===== src/rtl/cache_rd_arbiter.sv =====
// -----------------------------------------------------------------------------
// cache_rd_arbiter
//
// Shares one read port toward the AXI bridge between the icache and the
// dcache. Exactly one read is outstanding at a time: IDLE picks a winner and
// latches its request, REQ presents it on the m_ port until m_rd_rdy, and RESP
// forwards return beats to the latched owner until m_ret_last.
//
// Ports
//   clock, resetn         single clock, asynchronous active-low reset
//   i_rd_* / i_ret_*      icache read request / return
//   d_rd_* / d_ret_*      dcache read request / return
//   m_rd_* / m_ret_*      shared read request / return toward the AXI bridge
//   busy                  high whenever the arbiter is not in IDLE
//   proto_err             sticky flag for return-beat-count violations and
//                         stray return beats outside RESP
//
// Parameters
//   LINE_BEATS            beats returned for rd_type 3'b100 (cache line);
//                         every other rd_type returns a single beat
//
// Configuration
//   CACHE_RD_ARB_ROUND_ROBIN_EN  when defined, ties alternate using a 1-bit
//                         last-winner register (dcache wins the first tie);
//                         when undefined, dcache always wins ties.
//
// resetn must be deasserted synchronously to clock by the reset generator.
// -----------------------------------------------------------------------------
module cache_rd_arbiter #(
    parameter int LINE_BEATS = 4
) (
    input  logic        clock,
    input  logic        resetn,

    input  logic        i_rd_req,
    input  logic [2:0]  i_rd_type,
    input  logic [31:0] i_rd_addr,
    output logic        i_rd_rdy,
    output logic        i_ret_valid,
    output logic        i_ret_last,
    output logic [31:0] i_ret_data,

    input  logic        d_rd_req,
    input  logic [2:0]  d_rd_type,
    input  logic [31:0] d_rd_addr,
    output logic        d_rd_rdy,
    output logic        d_ret_valid,
    output logic        d_ret_last,
    output logic [31:0] d_ret_data,

    output logic        m_rd_req,
    output logic [2:0]  m_rd_type,
    output logic [31:0] m_rd_addr,
    input  logic        m_rd_rdy,
    input  logic        m_ret_valid,
    input  logic        m_ret_last,
    input  logic [31:0] m_ret_data,

    output logic        busy,
    output logic        proto_err
);

    localparam int         CW        = $clog2(LINE_BEATS + 1);
    localparam logic [2:0] TYPE_LINE = 3'b100;

    typedef enum logic [1:0] {
        IDLE,
        REQ,
        RESP
    } state_t;

    state_t        state, state_nxt;
    logic          owner, owner_nxt;      // 0 = icache, 1 = dcache
    logic [2:0]    type_q, type_nxt;
    logic [31:0]   addr_q, addr_nxt;
    logic [CW-1:0] cnt, cnt_nxt;          // return beats still expected
    logic          err, err_nxt;
    logic          grant_d;               // IDLE arbitration result: 1 = dcache

`ifdef CACHE_RD_ARB_ROUND_ROBIN_EN
    logic last_win;                       // 0 = icache won last, 1 = dcache

    // On a tie the requester that did not win last is granted.
    assign grant_d = d_rd_req & (~i_rd_req | ~last_win);

    always_ff @(posedge clock or negedge resetn) begin
        if (!resetn) begin
            last_win <= 1'b0;
        end else if (state == IDLE && (i_rd_req || d_rd_req)) begin
            last_win <= grant_d;
        end
    end
`else
    // Fixed priority: dcache wins every tie.
    assign grant_d = d_rd_req;
`endif

    // NOTE: every variable assigned in this block gets a default first, so no
    // path through the case leaves one unassigned and no latch is inferred.
    always_comb begin
        state_nxt = state;
        owner_nxt = owner;
        type_nxt  = type_q;
        addr_nxt  = addr_q;
        cnt_nxt   = cnt;
        err_nxt   = err;

        case (state)
            IDLE: begin
                // A return beat with nothing outstanding is dropped.
                if (m_ret_valid) err_nxt = 1'b1;
                if (i_rd_req || d_rd_req) begin
                    owner_nxt = grant_d;
                    type_nxt  = grant_d ? d_rd_type : i_rd_type;
                    addr_nxt  = grant_d ? d_rd_addr : i_rd_addr;
                    state_nxt = REQ;
                end
            end
            REQ: begin
                if (m_ret_valid) err_nxt = 1'b1;
                // The request stays issued even if the owner drops its req.
                if (m_rd_rdy) begin
                    cnt_nxt   = (type_q == TYPE_LINE) ? CW'(LINE_BEATS) : CW'(1);
                    state_nxt = RESP;
                end
            end
            RESP: begin
                if (m_ret_valid) begin
                    if (cnt != '0) cnt_nxt = cnt - CW'(1);
                    // Last on the wrong beat, or the final expected beat
                    // arriving without last; forwarding continues either way.
                    if (m_ret_last ? (cnt != CW'(1)) : (cnt == CW'(1))) err_nxt = 1'b1;
                    if (m_ret_last) state_nxt = IDLE;
                end
            end
            default: state_nxt = IDLE;
        endcase
    end

    // NOTE: sequential state uses non-blocking assignments so every register
    // samples the pre-edge values of the others, independent of block order.
    // NOTE: every register, including the latched request, is reset so the m_
    // outputs are defined zero straight out of reset.
    always_ff @(posedge clock or negedge resetn) begin
        if (!resetn) begin
            state  <= IDLE;
            owner  <= 1'b0;
            type_q <= '0;
            addr_q <= '0;
            cnt    <= '0;
            err    <= 1'b0;
        end else begin
            state  <= state_nxt;
            owner  <= owner_nxt;
            type_q <= type_nxt;
            addr_q <= addr_nxt;
            cnt    <= cnt_nxt;
            err    <= err_nxt;
        end
    end

    always_comb begin
        i_rd_rdy    = 1'b0;
        d_rd_rdy    = 1'b0;
        i_ret_valid = 1'b0;
        i_ret_last  = 1'b0;
        d_ret_valid = 1'b0;
        d_ret_last  = 1'b0;

        if (state == REQ) begin
            i_rd_rdy = ~owner & m_rd_rdy;
            d_rd_rdy =  owner & m_rd_rdy;
        end
        if (state == RESP) begin
            i_ret_valid = ~owner & m_ret_valid;
            i_ret_last  = ~owner & m_ret_last;
            d_ret_valid =  owner & m_ret_valid;
            d_ret_last  =  owner & m_ret_last;
        end
    end

    // Data is qualified by *_ret_valid, so it can fan out to both caches.
    assign i_ret_data = m_ret_data;
    assign d_ret_data = m_ret_data;

    assign m_rd_req  = (state == REQ);
    assign m_rd_type = type_q;
    assign m_rd_addr = addr_q;
    assign busy      = (state != IDLE);
    assign proto_err = err;

endmodule


===== config.mk =====
export PLATFORM = sky130hd
export DESIGN_NAME = cache_rd_arbiter
export DESIGN_NICKNAME = d
export VERILOG_FILES = /design/src/rtl/cache_rd_arbiter.sv
export SDC_FILE = /design/constraint.sdc
export NUM_CORES = 1
export LEC_CHECK = 0
export CAP_MARGIN = 0
export CELL_PAD_IN_SITES_DETAIL_PLACEMENT = 1
export CELL_PAD_IN_SITES_GLOBAL_PLACEMENT = 2
export CORE_ASPECT_RATIO = 1.2
export CORE_MARGIN = 1
export CORE_UTILIZATION = 21
export CTS_BUF_LIST = sky130_fd_sc_hd__clkbuf_4
export DETAILED_ROUTE_END_ITERATION = 16
export GPL_ROUTABILITY_DRIVEN = 0
export PLACE_DENSITY_LB_ADDON = 0.2
export SLEW_MARGIN = 20
export SYNTH_ARGS = -nofsm -noshare
export SYNTH_HDL_FRONTEND = slang
export SYNTH_SLANG_ARGS = --single-unit

===== constraint.sdc =====
create_clock -name clock -period 2.9 [get_ports clock]
set_input_delay 0.58 -clock clock [delete_from_list [all_inputs] [get_ports clock]]
set_output_delay 0.58 -clock clock [all_outputs]
set_load 0.01 [all_outputs]

; Word level (Yosys, flattened, before mapping)
; Index checks and enable logic that the tools add are counted.
[word_totals]
register_bits = 42
word_cells = 60
in_bits = 109
[op_classes]
muxes = 23
addsub = 1
n_reduce_logical = 11
bitwise_logic = 7
n_eq_ne = 12
[ops]
columns = operator, count
row1 = $mux 32, 1
row2 = $mux 3, 5
row3 = $reduce_and 4->1, 3
row4 = $mux 1, 10
row5 = $ne 2x2->1 const B, 5
row6 = $mux 2, 4
row7 = $and 1x1->1, 6
row8 = $pmux 2 s3, 1
row9 = $pmux 3 s2, 1
row10 = $reduce_bool 2->1, 3
row11 = $ne 2x1->1 const B, 2
row12 = $eq 3x1->1 const B, 1
row13 = $eq 3x3->1 const B, 1
row14 = $ne 3x1->1 const B, 1
row15 = $reduce_bool 3->1, 1
row16 = $sub 3x1->3 const B, 1
row17 = $eq 2x1->1 const B, 1
row18 = $eq 2x2->1 const B, 1
row19 = $logic_not 2->1, 1
row20 = $pmux 1 s2, 1
row21 = $reduce_and 2->1, 1
row22 = $reduce_or 2->1, 1
row23 = $logic_or 1x1->1, 1
row24 = $not 1->1, 1

; Logic depth before layout (Yosys ltp)
[depth]
depth_word = 5
mapped_depth = 5

; Least setup slack after synthesis
; No wires, ideal clock.
[synth_path]
kind = in2reg
startpoint = in d_rd_req
endpoint = reg addr_q[0], in the netlist m_rd_addr[0]
required_ns = 2.775
arrival_ns = 1.481
setup_slack_ns = 1.294
path_stages = 4
path_cell_list = buf_6 buf_2 mux2_2 mux2_4
[synth_between]
elab_chain_len = 2
word_cells_on_any_way = 3
[synth_lines]
columns = element, line_no
row1 = start: declaration, 43  ; input logic d_rd_req,
row2 = $logic_or 1x1->1, 112  ; if (i_rd_req || d_rd_req) begin
row3 = $reduce_and 2->1 (no source line), --
row4 = end signal: assignment, 156  ; addr_q <= addr_nxt;
row5 = end: declaration, 75  ; logic [31:0] addr_q, addr_nxt;
; Several ways; a longest one is shown, not always the timed one.
; A chain may end at the register's enable or synchronous reset.

; Worst setup path in the final report
[layout_path]
startpoint = in m_ret_valid
endpoint = out i_ret_valid
[layout_between]
elab_chain_len = 2
[layout_lines]
columns = element, line_no
row1 = start: declaration, 55  ; input logic m_ret_valid,
row2 = $and 1x1->1, 175  ; i_ret_valid = ~owner & m_ret_valid;
row3 = $mux 1, 174  ; if (state == RESP) begin
row4 = end: declaration, 39  ; output logic i_ret_valid,
; Every way passes these cells.

==> flow_metrics.tcl <==
set metrics [dict create \
    result_of_the_run "complete, no violations" \
    route.antenna.remaining_nets 0 \
    groute.layer.met1.usage 0.1183 \
    dr.pass1.iters 2 \
    peakVddDrop_mv 0.3405 \
    worstSkewPairLatency_ns 0.36 \
    worst-path-stages 4 \
    hold_class "input port to async pin" \
    synth_top_family_by_area "multiplexers" \
    synth.yosys.warnings 0 \
    core_sq_mm 0.01284 \
    power.total_uw 3128 \
    dominantRegCellSynth "sky130_fd_sc_hd__dfrtp_1" \
    syn_nets 342 \
    finish.utilization 0.2904 \
    worst_ep_arrival_time_ns 2.00 \
    compound_gate_fraction_of_synth_area 0.02643 \
    slew-limit-headroom 0.6256 \
    path_cells "clkdlybuf4s50_1, nand3b_1, nor2_1, clkdlybuf4s50_1" \
    clock_tree.root_cell "sky130_fd_sc_hd__clkbuf_4" \
    worst_setup_hold_path_clk_slew_ns 0.14 \
    via_per_inst 3.963 \
    critical_path.reg2reg.startpoint "state[1]" \
    setup_viol_count_final 0 \
    hold_viol_final 0 \
    groute.layer.met2.usage 0.1734 \
    path_max_fanout 5 \
    tritoncts "yes" \
    route.vias.total 1807 \
    cellLeakagePower_uw 0.001541 \
    postSynthRegisterBits 42 \
    timing.critical_path.from_type "input port" \
    fp-row-count 45 \
    yosys.area_share.simple 0.04704 \
    dieWidth_microns 107.3 \
    syn-mean-instance-area_sq_um 12.14 \
    synthDominantAreaCellType "sky130_fd_sc_hd__dfrtp_1" \
    yosys.area_share.adder 0.01344 \
    asyncSetResetFlopFracSynth 1.000 \
    commonest_non_fill_non_tap_cells_in_the_layout "sky130_fd_sc_hd__clkdlybuf4s50_1, sky130_fd_sc_hd__dfrtp_1, sky130_fd_sc_hd__mux2_2" \
    netSwitchingFraction 0.3328 \
    ys_top_cells_by_area "sky130_fd_sc_hd__dfrtp_1, sky130_fd_sc_hd__buf_4, sky130_fd_sc_hd__mux2_2" \
    tritoncts_num_sinks 42 \
    r2r_setup_slack_ns 1.14 \
    die_y_microns 128.3 \
    first_global_vias 2034 \
    cts-buffers-inserted 5 \
    fmaxAchievable_ghz 0.3870 \
    end_kind "primary output" \
    dpl.hpwl_mm 5.060 \
    layout-drive-gt1-share 0.2911 \
    sequential_share_of_power 0.339 \
    cp-endpoint "i_ret_valid" \
    post-cts-setup-buffer-count 0 \
    path_buf_inv 2 \
    p_comb_frac 0.564 \
    power_frac_clock 0.097 \
    initial_antenna_violation_count 0 \
    fin_crit_sh 0.8911 \
    p_int_uw 2087 \
    grt_pass1_wl_mm 10.63 \
    grt.total_usage 0.1012 \
    gate_count_of_the_mapped_netlist 230 \
    required_ns 2.32 \
    post_synth_xor_area_fraction 0.003136 \
    layout.nets 403 \
    number_of_inserted_diodes 0 \
    detail_route.iter0.violations 15 \
    max_stage_delay_ns 0.56 \
    drv_slew 0 \
    r2r_end "m_rd_addr[10]" \
    cts_hold_buf 0 \
    path_class "input port to primary output" \
    max_cap_viol_count 0 \
    htree_levels 2 \
    floorplan.initialDensity 0.2175 \
    mostFrequentLayoutCell "sky130_fd_sc_hd__clkdlybuf4s50_1" \
    synthDistinctLibCells 30 \
    met3_capacity_usage_during_global_routing 0.02491 \
    die_area_sq_mm 0.01377 \
    skew_ns 0.01207 \
    yosys.area.top_type_share 0.3763 \
    grt-ovfl-total 0 \
    avgRoutedWirePerCell_microns 15.07 \
    synth-edff-count 0 \
    grt-busiest-layer "met2" \
    timing.setup.tns_ns 0 \
    critPathTopFamily "buffers and inverters" \
    netlist_area_before_placement_sq_mm 0.002793 \
    synth_mux_area_frac 0.3226 \
    drt-total-wl_mm 6.873 \
    seq_area_frac_synth 0.3763 \
    grt_setup_unrepaired "no" \
    area_growth_pct 33.51 \
    worstSetupStartpoint "m_ret_valid" \
    most_common_cell_on_crit_path "sky130_fd_sc_hd__clkdlybuf4s50_1" \
    switching_power_uw 1041 \
    num_io_pins 217 \
    portBuffers 120 \
    grt_max_degree 43 \
    p_per_area_mw_per_mm2 838.8 \
    remaining_drc_errors 0 \
    ctsResizeCount 0 \
    layout_min_cycle_time_ns 2.584 \
    critPathSlowestCell "sky130_fd_sc_hd__clkdlybuf4s50_1" \
    slew_worst_pin_ns 0.5617 \
    cts-root-to-sink-buffers 2 \
    number_of_cell_instances_on_the_worst_register_to_register_path 4 \
]
## worst min path at each step
stage	slack (ns)	depth (start not counted)	endpoint	from
3_5_place_dp	0.48	2	proto_err	proto_err
4_1_cts	0.39	1	m_rd_addr[19]	resetn
3_3_place_gp	0.47	2	proto_err	proto_err
2_1_floorplan	0.28	0	cnt[0]	resetn
5_1_grt	0.20	1	m_rd_addr[17]	resetn
6_report	0.20	1	proto_err	resetn
## registers in the layout, indices dropped and copies added (netlist names)
signal and flops:
cnt 3, m_rd_addr 32, m_rd_type 3, owner 1, proto_err 1, state 2
## synth_stat cells (3+ instances only)
library cell,instances
sky130_fd_sc_hd__inv_1,7
sky130_fd_sc_hd__buf_2,3
sky130_fd_sc_hd__buf_4,64
sky130_fd_sc_hd__buf_8,3
sky130_fd_sc_hd__nor2_1,4
sky130_fd_sc_hd__dfrtp_1,42
sky130_fd_sc_hd__mux2_2,40
sky130_fd_sc_hd__nand2_1,3
sky130_fd_sc_hd__a21oi_1,3
sky130_fd_sc_hd__nor2b_1,4
sky130_fd_sc_hd__mux2_4,28
sky130_fd_sc_hd__ha_1,3
sky130_fd_sc_hd__mux2i_1,3
## layer usage
layer | vias to the layer above | part of all wire | wire [microns]
met3 | 27 | 0.078 | 538
met4 | 0 | 0.026 | 182
li1 | 836 | - | -
met1 | 869 | 0.41 | 2785
met5 | - | 0 | 0
met2 | 75 | 0.49 | 3366
## cell families (layout without fill, tap and decap cells)
family          count (synthesis)  in the layout
mux                            71             71
xor+xnor                        1              1
buf+inv                        79            141
simple gates                   23             23
compound gates                 11             11
fa+ha+maj                       3              3
flops                          42             42
## per-stage QoR
step                instance area [sq um]  cells  worst slack, ns  hold WS [ns]
floorplan                            2793    230            1.294        0.2844
global placement                     3672    448           0.3379        0.4739
detailed placement                   3672    448           0.3063        0.4765
CTS                                  3726    456           0.3020        0.3896
global route                         3729    456           0.2293        0.2046
finish                               3729    456           0.3159        0.2004
## layout make-up
type | instances | area (sq um)
Tap cell | 164 | 205.2
Fill cell | 1435 | 9109
Sequential cell | 42 | 1051
Clock buffer | 5 | 37.54
Inverter | 7 | 26.28
Clock inverter | 3 | 16.27
Multi-Input combinational cell | 109 | 1154
Timing Repair Buffer | 126 | 1239
## power by group through the flow
stage          logic, uW  clock network [uW]  registers (uW)
3_5_place_dp        1790                   0            1080
5_1_grt             1900                 352            1100
6_report            1770                 303            1060
2_1_floorplan        960                   0            1170
3_3_place_gp        1800                   0            1070
4_1_cts             1810                 332            1070
Note: power is estimated with default switching activity, not from simulation.
